[config.mk]
export PLATFORM = sky130hd
export DESIGN_NAME = queue_ctrl_flat
export DESIGN_NICKNAME = d
export VERILOG_FILES = /design/src/rtl/queue_ctrl_if.sv /design/src/rtl/queue_ctrl.sv /design/src/flat_wrapper.sv
export SDC_FILE = /design/constraint.sdc
export NUM_CORES = 1
export LEC_CHECK = 0
export ABC_AREA = 1
export ABC_CLOCK_PERIOD_IN_PS = 3700
export CAP_MARGIN = 20
export CORE_UTILIZATION = 40
export CTS_CLUSTER_DIAMETER = 200
export CTS_CLUSTER_SIZE = 28
export DETAILED_ROUTE_END_ITERATION = 12
export DONT_BUFFER_PORTS = 1
export PLACE_DENSITY_LB_ADDON = 0.25
export SYNTH_ARGS = -nofsm -noshare
export SYNTH_HDL_FRONTEND = slang
export SYNTH_SLANG_ARGS = --single-unit
[constraint.sdc]
create_clock -name clk -period 3.7 [get_ports clk]
set_input_delay 0.74 -clock clk [delete_from_list [all_inputs] [get_ports clk]]
set_output_delay 0.74 -clock clk [all_outputs]
set_load 0.02 [all_outputs]
[src/rtl/queue_ctrl_if.sv]
// Task-side handshake bundle for queue_ctrl: per-task push/pop requests,
// completion strobes and occupancy flags.
interface queue_ctrl_if #(
  parameter int QW = 4
);
  logic          req0;
  logic          req1;
  logic          op0;
  logic          op1;
  logic          ack0;
  logic          ack1;
  logic          err;
  logic [QW-1:0] qp_out;
  logic [1:0]    full;
  logic [1:0]    empty;

  // Task execution logic side
  modport master (
    output req0, req1, op0, op1,
    input  ack0, ack1, err, qp_out, full, empty
  );

  // Controller side
  modport slave (
    input  req0, req1, op0, op1,
    output ack0, ack1, err, qp_out, full, empty
  );
endinterface

[src/rtl/queue_ctrl.sv]
// Two-task round-robin arbiter and read-capture-write sequencer for the
// queue_file pointer register file, with per-task occupancy tracking.
module queue_ctrl #(
  parameter int QW = 4
) (
  input  logic          clk,
  input  logic          rst,
  queue_ctrl_if.slave   bus,
  output logic          qf_r_ts,
  output logic          qf_rs,
  output logic          qf_w_ts,
  output logic          qf_ws,
  output logic          qf_hold,
  output logic          qf_q_dir,
  output logic [QW-1:0] qf_i_qp,
  input  logic [QW-1:0] qf_o_qp
);

  localparam logic [QW:0]   DEPTH   = {1'b1, {QW{1'b0}}};
  localparam logic [QW:0]   CNT_ONE = {{QW{1'b0}}, 1'b1};
  localparam logic [QW-1:0] PTR_ONE = {{(QW-1){1'b0}}, 1'b1};

  typedef enum logic [1:0] {
    IDLE,
    RD,
    CAP,
    WR
  } state_t;

  state_t        state_q;
  state_t        state_d;

  logic          tsk;
  logic          opq;
  logic          last;
  logic [QW-1:0] ptr;
  logic          rej;
  logic [QW:0]   cnt0;
  logic [QW:0]   cnt1;
  logic [QW:0]   cnt_sel;

  // Values held on the queue_file write lines between writes
  logic          w_ts_q;
  logic          dir_q;
  logic [QW-1:0] iqp_q;

  logic          start;
  logic          grant;
  logic          ack0;
  logic          ack1;
  logic          err;
  logic [QW-1:0] qp_out;

  assign cnt_sel = tsk ? cnt1 : cnt0;

  // NOTE: sequential state uses non-blocking assignments so every register
  // samples the pre-edge values, independent of statement order.
  always_ff @(posedge clk) begin
    if (rst) state_q <= IDLE;
    else     state_q <= state_d;
  end

  // NOTE: every output of this block gets a default first; a path that left
  // one unassigned would infer a latch.
  always_comb begin
    state_d  = state_q;
    start    = 1'b0;
    grant    = 1'b0;
    qf_rs    = 1'b0;
    qf_ws    = 1'b0;
    ack0     = 1'b0;
    ack1     = 1'b0;
    err      = 1'b0;
    qp_out   = '0;
    qf_w_ts  = w_ts_q;
    qf_q_dir = dir_q;
    qf_i_qp  = iqp_q;

    unique case (state_q)
      IDLE: begin
        if (bus.req0 || bus.req1) begin
          start   = 1'b1;
          // On a tie the task that was not served last wins
          grant   = (bus.req0 && bus.req1) ? ~last : bus.req1;
          state_d = RD;
        end
      end
      RD: begin
        qf_rs   = 1'b1;
        state_d = CAP;
      end
      CAP: begin
        state_d = WR;
      end
      WR: begin
        ack0   = ~tsk;
        ack1   = tsk;
        err    = rej;
        qp_out = opq ? ptr - PTR_ONE : ptr;
        if (!rej) begin
          qf_ws    = 1'b1;
          qf_w_ts  = tsk;
          qf_q_dir = opq;
          qf_i_qp  = opq ? ptr - PTR_ONE : ptr + PTR_ONE;
        end
        state_d = IDLE;
      end
      default: state_d = IDLE;
    endcase
  end

  always_ff @(posedge clk) begin
    if (rst) begin
      tsk    <= 1'b0;
      opq    <= 1'b0;
      last   <= 1'b1;
      ptr    <= '0;
      rej    <= 1'b0;
      cnt0   <= '0;
      cnt1   <= '0;
      w_ts_q <= 1'b0;
      dir_q  <= 1'b0;
      iqp_q  <= '0;
    end else begin
      if (start) begin
        tsk  <= grant;
        opq  <= grant ? bus.op1 : bus.op0;
        last <= grant;
      end
      if (state_q == CAP) begin
        ptr <= qf_o_qp;
        rej <= opq ? (cnt_sel == '0) : (cnt_sel == DEPTH);
      end
      if (qf_ws) begin
        w_ts_q <= qf_w_ts;
        dir_q  <= qf_q_dir;
        iqp_q  <= qf_i_qp;
        if (tsk) cnt1 <= opq ? cnt1 - CNT_ONE : cnt1 + CNT_ONE;
        else     cnt0 <= opq ? cnt0 - CNT_ONE : cnt0 + CNT_ONE;
      end
    end
  end

  assign qf_r_ts    = tsk;
  assign qf_hold    = ~qf_ws;

  assign bus.ack0   = ack0;
  assign bus.ack1   = ack1;
  assign bus.err    = err;
  assign bus.qp_out = qp_out;
  assign bus.full   = {cnt1 == DEPTH, cnt0 == DEPTH};
  assign bus.empty  = {cnt1 == '0, cnt0 == '0};

endmodule

[src/flat_wrapper.sv]
// flat-port wrapper written by rule: the top's interface ports become plain ports
module queue_ctrl_flat 
#(
  parameter int QW = 4
)
  (clk, rst, qf_r_ts, qf_rs, qf_w_ts, qf_ws, qf_hold, qf_q_dir, qf_i_qp, qf_o_qp, bus_req0, bus_req1, bus_op0, bus_op1, bus_ack0, bus_ack1, bus_err, bus_qp_out, bus_full, bus_empty);
  queue_ctrl_if #(.QW(QW)) bus_i ();
  input  logic clk;
  input  logic rst;
  output logic qf_r_ts;
  output logic qf_rs;
  output logic qf_w_ts;
  output logic qf_ws;
  output logic qf_hold;
  output logic qf_q_dir;
  output logic [QW-1:0] qf_i_qp;
  input  logic [QW-1:0] qf_o_qp;
  input wire logic [$bits(bus_i.req0)-1:0] bus_req0;
  input wire logic [$bits(bus_i.req1)-1:0] bus_req1;
  input wire logic [$bits(bus_i.op0)-1:0] bus_op0;
  input wire logic [$bits(bus_i.op1)-1:0] bus_op1;
  output wire logic [$bits(bus_i.ack0)-1:0] bus_ack0;
  output wire logic [$bits(bus_i.ack1)-1:0] bus_ack1;
  output wire logic [$bits(bus_i.err)-1:0] bus_err;
  output wire logic [$bits(bus_i.qp_out)-1:0] bus_qp_out;
  output wire logic [$bits(bus_i.full)-1:0] bus_full;
  output wire logic [$bits(bus_i.empty)-1:0] bus_empty;
  assign bus_i.req0 = bus_req0;
  assign bus_i.req1 = bus_req1;
  assign bus_i.op0 = bus_op0;
  assign bus_i.op1 = bus_op1;
  assign bus_ack0 = bus_i.ack0;
  assign bus_ack1 = bus_i.ack1;
  assign bus_err = bus_i.err;
  assign bus_qp_out = bus_i.qp_out;
  assign bus_full = bus_i.full;
  assign bus_empty = bus_i.empty;
  queue_ctrl #(.QW(QW)) u_core (.clk(clk), .rst(rst), .bus(bus_i), .qf_r_ts(qf_r_ts), .qf_rs(qf_rs), .qf_w_ts(qf_w_ts), .qf_ws(qf_ws), .qf_hold(qf_hold), .qf_q_dir(qf_q_dir), .qf_i_qp(qf_i_qp), .qf_o_qp(qf_o_qp));
endmodule
* Yosys cells after proc, flatten, opt, wreduce, memory -nomap -nowiden
Cells that the tools add are included.
Storage, ports and cells: output and inout bits 21, register bits after elaboration 26, input bits 10
Operators by class: equal/unequal tests 7, $add $sub $neg 6, mux-type cells 27, bitwise gates (word level) 3, reductions and logical operators 8
Operator list (number):
- $mux 4 | 5
- $mux 1 | 17
- $eq 5x5->1 const B | 3
- $logic_not 5->1 | 3
- $mux 5 | 3
- $add 5x1->5 const B | 2
- $sub 5x1->5 const B | 2
- $pmux 2 s4 | 1
- $add 4x1->4 const B | 1
- $eq 2x2->1 const B | 2
- $reduce_and 2->1 | 2
- $sub 4x1->4 const B | 1
- $not 1->1 | 3
- $eq 2x1->1 const B | 1
- $logic_not 2->1 | 1
- $mux 2 | 1
- $ne 2x1->1 const B | 1
- $logic_and 1x1->1 | 1
- $logic_or 1x1->1 | 1

* Depth between registers and ports, before layout
depth in word-level cells 5, gate-level depth with buffers 11, depth with buffers taken out 10

* Worst setup path after synthesis
No wires, ideal clock.
path type register to output, start reg u_core.ptr[0], end out bus_qp_out[1], path slack 1621 ps, arrival 1339 ps, stages on the path, launching flop included 5, path buffers 0, path through dfxtp_1 -> inv_1 -> ha_1 -> or2_1 -> a21oi_1
On the way: cells in the longest elaborated chain, start to end 3
RTL lines:
- start: declaration | RTL line queue_ctrl.sv:36 | logic [QW-1:0] ptr;
- start signal: assignment | RTL line queue_ctrl.sv:131 | ptr <= qf_o_qp;
- $sub 4x1->4 | RTL line queue_ctrl.sv:99 | qp_out = opq ? ptr - PTR_ONE : ptr;
- $mux 4 | RTL line queue_ctrl.sv:99
- $mux 4 | RTL line queue_ctrl.sv:79 | unique case (state_q)
- end: declaration | RTL line flat_wrapper.sv:25 | output wire logic [$bits(bus_i.qp_out)-1:0] bus_qp_out;
Every way passes these cells.

* Final worst setup path
start reg u_core.state_q[0], end out qf_w_ts
On the way: cells in the longest elaborated chain, start to end 2
RTL lines:
- start: declaration | RTL line queue_ctrl.sv:30 | state_t state_q;
- start signal: assignment | RTL line queue_ctrl.sv:60 | else state_q <= state_d;
- $eq 2x2->1 | RTL line queue_ctrl.sv:79
- $mux 1 | RTL line queue_ctrl.sv:79
- end: declaration | RTL line flat_wrapper.sv:12 | output logic qf_w_ts;
Every way passes these cells.

==> summary.md <==
The flow ran to the end, and the final reports show no timing, DRC or antenna violations. The clock skew after layout was 1.54 ps; the count of state elements after synthesis was 26. Clock-pin slew was measured on the worst setup and hold paths at 90 ps. The share of total power dissipated in the clock network is 15.4%. The run gives 0 as the number of buffers inserted by post-CTS setup repair. Of the post-synthesis cell area, the part taken by muxes is 0%.

Dominant synthesized flop cell: dfxtp_1. STA classifies the critical path startpoint as a flop. Of the total power, the share spent switching nets is 46.5%. The tree is rooted in a clkbuf_8.

The share of the synthesized area in the top cell type is 30.7%. The worst register-to-register path has a depth of 9. During synthesis, Yosys emitted a total of 0 warnings. The launch point of the worst reg-to-reg path was u_core.opq.

The async set-reset flop share out of synthesis works out to 0%. Setup repair after global routing left no endpoint under its margin. The later pin in the worst-skew pair is clocked with a latency of 270 ps. Setup violations remaining at the end of the flow were counted as 0. The logs give 0 for the number of routed nets with antenna violations and 471 ps for the minimum hold slack. Summed over all nets, the switching power comes to 501 uW.

The tools report the number of clock buffers inserted by TritonCTS as 3. The tools report the number of endpoints with negative hold slack in the final report as 0. The internal portion of the total power is 577 uW. The highest achievable clock rate was 337 MHz. Effective utilization at floorplan: 42.1%. Along the worst path, the maximum fanout reaches 11.

The largest total area in the synthesized netlist belongs to dfxtp_1. The region available for standard cell placement spans 4030 um^2. The number of antenna diodes in the final layout is 0.

The post-synthesis simple-gate area fraction was 29.7%; the proportion of power drawn by flip-flops and latches was 38.6%. Dividing the detail-routed via count by the number of cells gives 4.90. The average instance in the mapped netlist occupies 6.89 um^2. Buffers inserted to repair hold after CTS numbered 0.

The worst hold path belongs to the class reg -> reg. Entering global routing, the biggest net connects 15 pins. TritonCTS built the clock tree. For this block, the initial DRC count from the detailed router was 61. The synthesized netlist devotes 14.5% of its cell area to compound gates.

Counting I/O delays and the setup requirement, the final critical path takes 2970 ps. The area growth from synthesis to layout was 3.69%; the number of sinks driven by the clock tree was 26. Number of H-tree branching levels: 1. The run gives 0 as the sum of overflow across all layers after global routing. The die covers 4500 um^2. The number of global-route vias before repair is 1244. The critical path startpoint is u_core.state_q[0].

The endpoint kind of the worst setup timing path was a primary output. Ranked by total cell area, the synthesized netlist is headed by dfxtp_1 (31%), nand2_1 (13%), ha_1 (11%). The critical path is of the reg -> out type. Dividing the detail-routed wire length by the instance count gives 11.3 um.

The power per standard cell area came out at 613 nW/um^2. The logs give 46.0% for the combinational share of power and 28 for the number of library cell types mapped by synthesis. Sequential cell area fraction in the yosys report: 30.7%. By area, the combinational part of the netlist is dominated by simple AND/OR/NAND/NOR gates. Across all layers, the routed design uses 1436 vias.

The quantity of I/O buffers inserted on ports works out to 0. The tools report the total negative slack as 0 ps. The most critical setup path has its endpoint at qf_w_ts. For this design the static power due to leakage is 0.889 nW. Dividing the final minimum period by the clock period gives 80.2%. In the routed design, unresolved DRC markers number 0. The die is 67.1 um wide.

The share of layout cells above drive strength 1 was 7.82%. VDD sags by at most 0.228 mV. The arithmetic-cell share of the synthesized area counting full adders, half adders and majority gates works out to 13.4%.

In this run, post-CTS repair resized a total of 0 instances. The actual transition at the worst max-transition pin works out to 655 ps. The worst slew margin relative to its limit was 56.3%. The number of nets in the synthesized netlist is 273, and the first-pass iteration count of the detailed router is 4. The placer's final routability congestion estimate was 0.773; the gate count after technology mapping was 246. The synthesized netlist occupies a cell area of 1700 um^2. The clock passes through at most 2 buffers. Global routing used 16.3% of the available tracks. STA puts the critical path data arrival time at 2230 ps. The wire length after detailed routing came out at 3320 um.

From bottom edge to top edge, the die measures 67.1 um. The I/O pin count was 31. Across the run, the number of max-cap violations was 0. At the worst endpoint, the required time is 2960 ps. The tools report the number of antenna violations at the first check in global routing as 0.

The worst register-to-register path ends at u_core.cnt0[4]. The xor/xnor share of the synthesized area was 1.03%. At the end of the flow, the number of nets in the layout was 272. The max-slew violation count is 0.

After floorplanning, the core was divided into 23 placement rows. The half-perimeter wire length after detailed placement is 2550 um, and the global-route wire length before repair is 5600 um. The number of synthesized flops with an enable pin works out to 0. Setup slack on the worst reg-to-reg path comes out at 1700 ps.
metal layers:
metal  vias to the layer above  GRT usage, %  share of wire [%]
met5                         -             0                  0
met4                         0          3.99               0.96
met3                         5          4.45                5.5
met2                        31          25.8                 44
met1                       630          21.8                 49
li1                        770             -                  -
how the worst min path moves through the flow:
stage | slack [ps] | depth (start not counted) | to | startpoint
CTS | 470 | 2 | u_core.last | u_core.last
finish | 470 | 2 | u_core.last | u_core.last
floorplan | 430 | 2 | u_core.last | u_core.last
global route | 500 | 2 | u_core.iqp_q[1] | u_core.iqp_q[1]
detailed placement | 450 | 2 | u_core.last | u_core.last
global placement | 450 | 2 | u_core.last | u_core.last
cell usage after synthesis (2+ instances only):
master / instances
nand2_1: 58
inv_1: 33
nor2_1: 27
dfxtp_1: 26
a21oi_1: 23
o21ai_0: 16
ha_1: 15
nand3_1: 14
inv_2: 4
buf_4: 3
or2_1: 3
clkbuf_1: 2
fa_1: 2
nand3_2: 2
nor2_2: 2
o21ai_1: 2
o21ai_2: 2
or2_2: 2
sequential cells by signal, summed over array words and instances, names as in the netlist:
register	flops
u_core.cnt0	5
u_core.cnt1	5
u_core.iqp_q	4
u_core.ptr	4
u_core.state_q	2
u_core.dir_q	1
u_core.last	1
u_core.opq	1
u_core.qf_r_ts	1
u_core.rej	1
u_core.w_ts_q	1
cell usage in the layout, fill, tap and decap left out, types with 2 or more instances in the layout:
| master | Yosys | final |
|---|---|---|
| inv_2 | 4 | 4 |
| or2_1 | 3 | 3 |
| nand3_2 | 2 | 2 |
| nand2_1 | 58 | 58 |
| o21ai_2 | 2 | 2 |
| ha_1 | 15 | 15 |
| nand3_1 | 14 | 14 |
| clkbuf_8 | 0 | 3 |
| fa_1 | 2 | 2 |
| dfxtp_1 | 26 | 26 |
| a21oi_1 | 23 | 23 |
| o21ai_1 | 2 | 2 |
| nor2_2 | 2 | 2 |
| or2_2 | 2 | 2 |
| nor2_1 | 27 | 27 |
| o21ai_0 | 16 | 16 |
| inv_1 | 33 | 33 |
through the flow:
stage / std cells / utilization, % / instance area (um^2) / total power, mW / setup WS (ps)
finish: 293 / 43.6 / 1760 / 1.08 / 732
global route: 293 / 43.6 / 1760 / 1.19 / 496
CTS: 293 / 43.6 / 1760 / 1.09 / 712
detailed placement: 290 / 42.6 / 1720 / 0.922 / 1020
global placement: 290 / 42.6 / 1720 / 0.920 / 1110
floorplan: 246 / - / 1700 / 0.850 / 1620
cell families (layout without fill, tap and decap cells):
logic type / after synthesis / count (layout)
AO/OA/AOI/OAI: 45 / 45
XOR/XNOR: 2 / 2
flip-flops: 26 / 26
buffers and inverters: 43 / 40
adder cells (fa/ha/maj): 17 / 17
AND/OR/NAND/NOR: 113 / 113
critical path, stage by stage, from the launching register on:
cell     delay (ps)
dfxtp_1         390
ha_1            240
inv_2            80
nor2_2          490
inv_2           250
nor2_8          190
inv_2            60
o21ai_1         100
inv_1           140
area by class of cell:
cell class | instances | area [um^2]
fill | 427 | 2270
multi-input combinational | 177 | 995
sequential | 26 | 520
inverter | 37 | 139
tap | 50 | 62.6
clock buffer | 3 | 41.3
power groups by stage:
stage	sequential [mW]	combinational [mW]	clock, mW
2_1_floorplan	0.389	0.461	0
3_3_place_gp	0.423	0.497	0
3_5_place_dp	0.422	0.499	0
4_1_cts	0.415	0.502	0.172
5_1_grt	0.427	0.578	0.182
6_report	0.415	0.496	0.166
No activity file was read; power rests on OpenSTA's default activity.
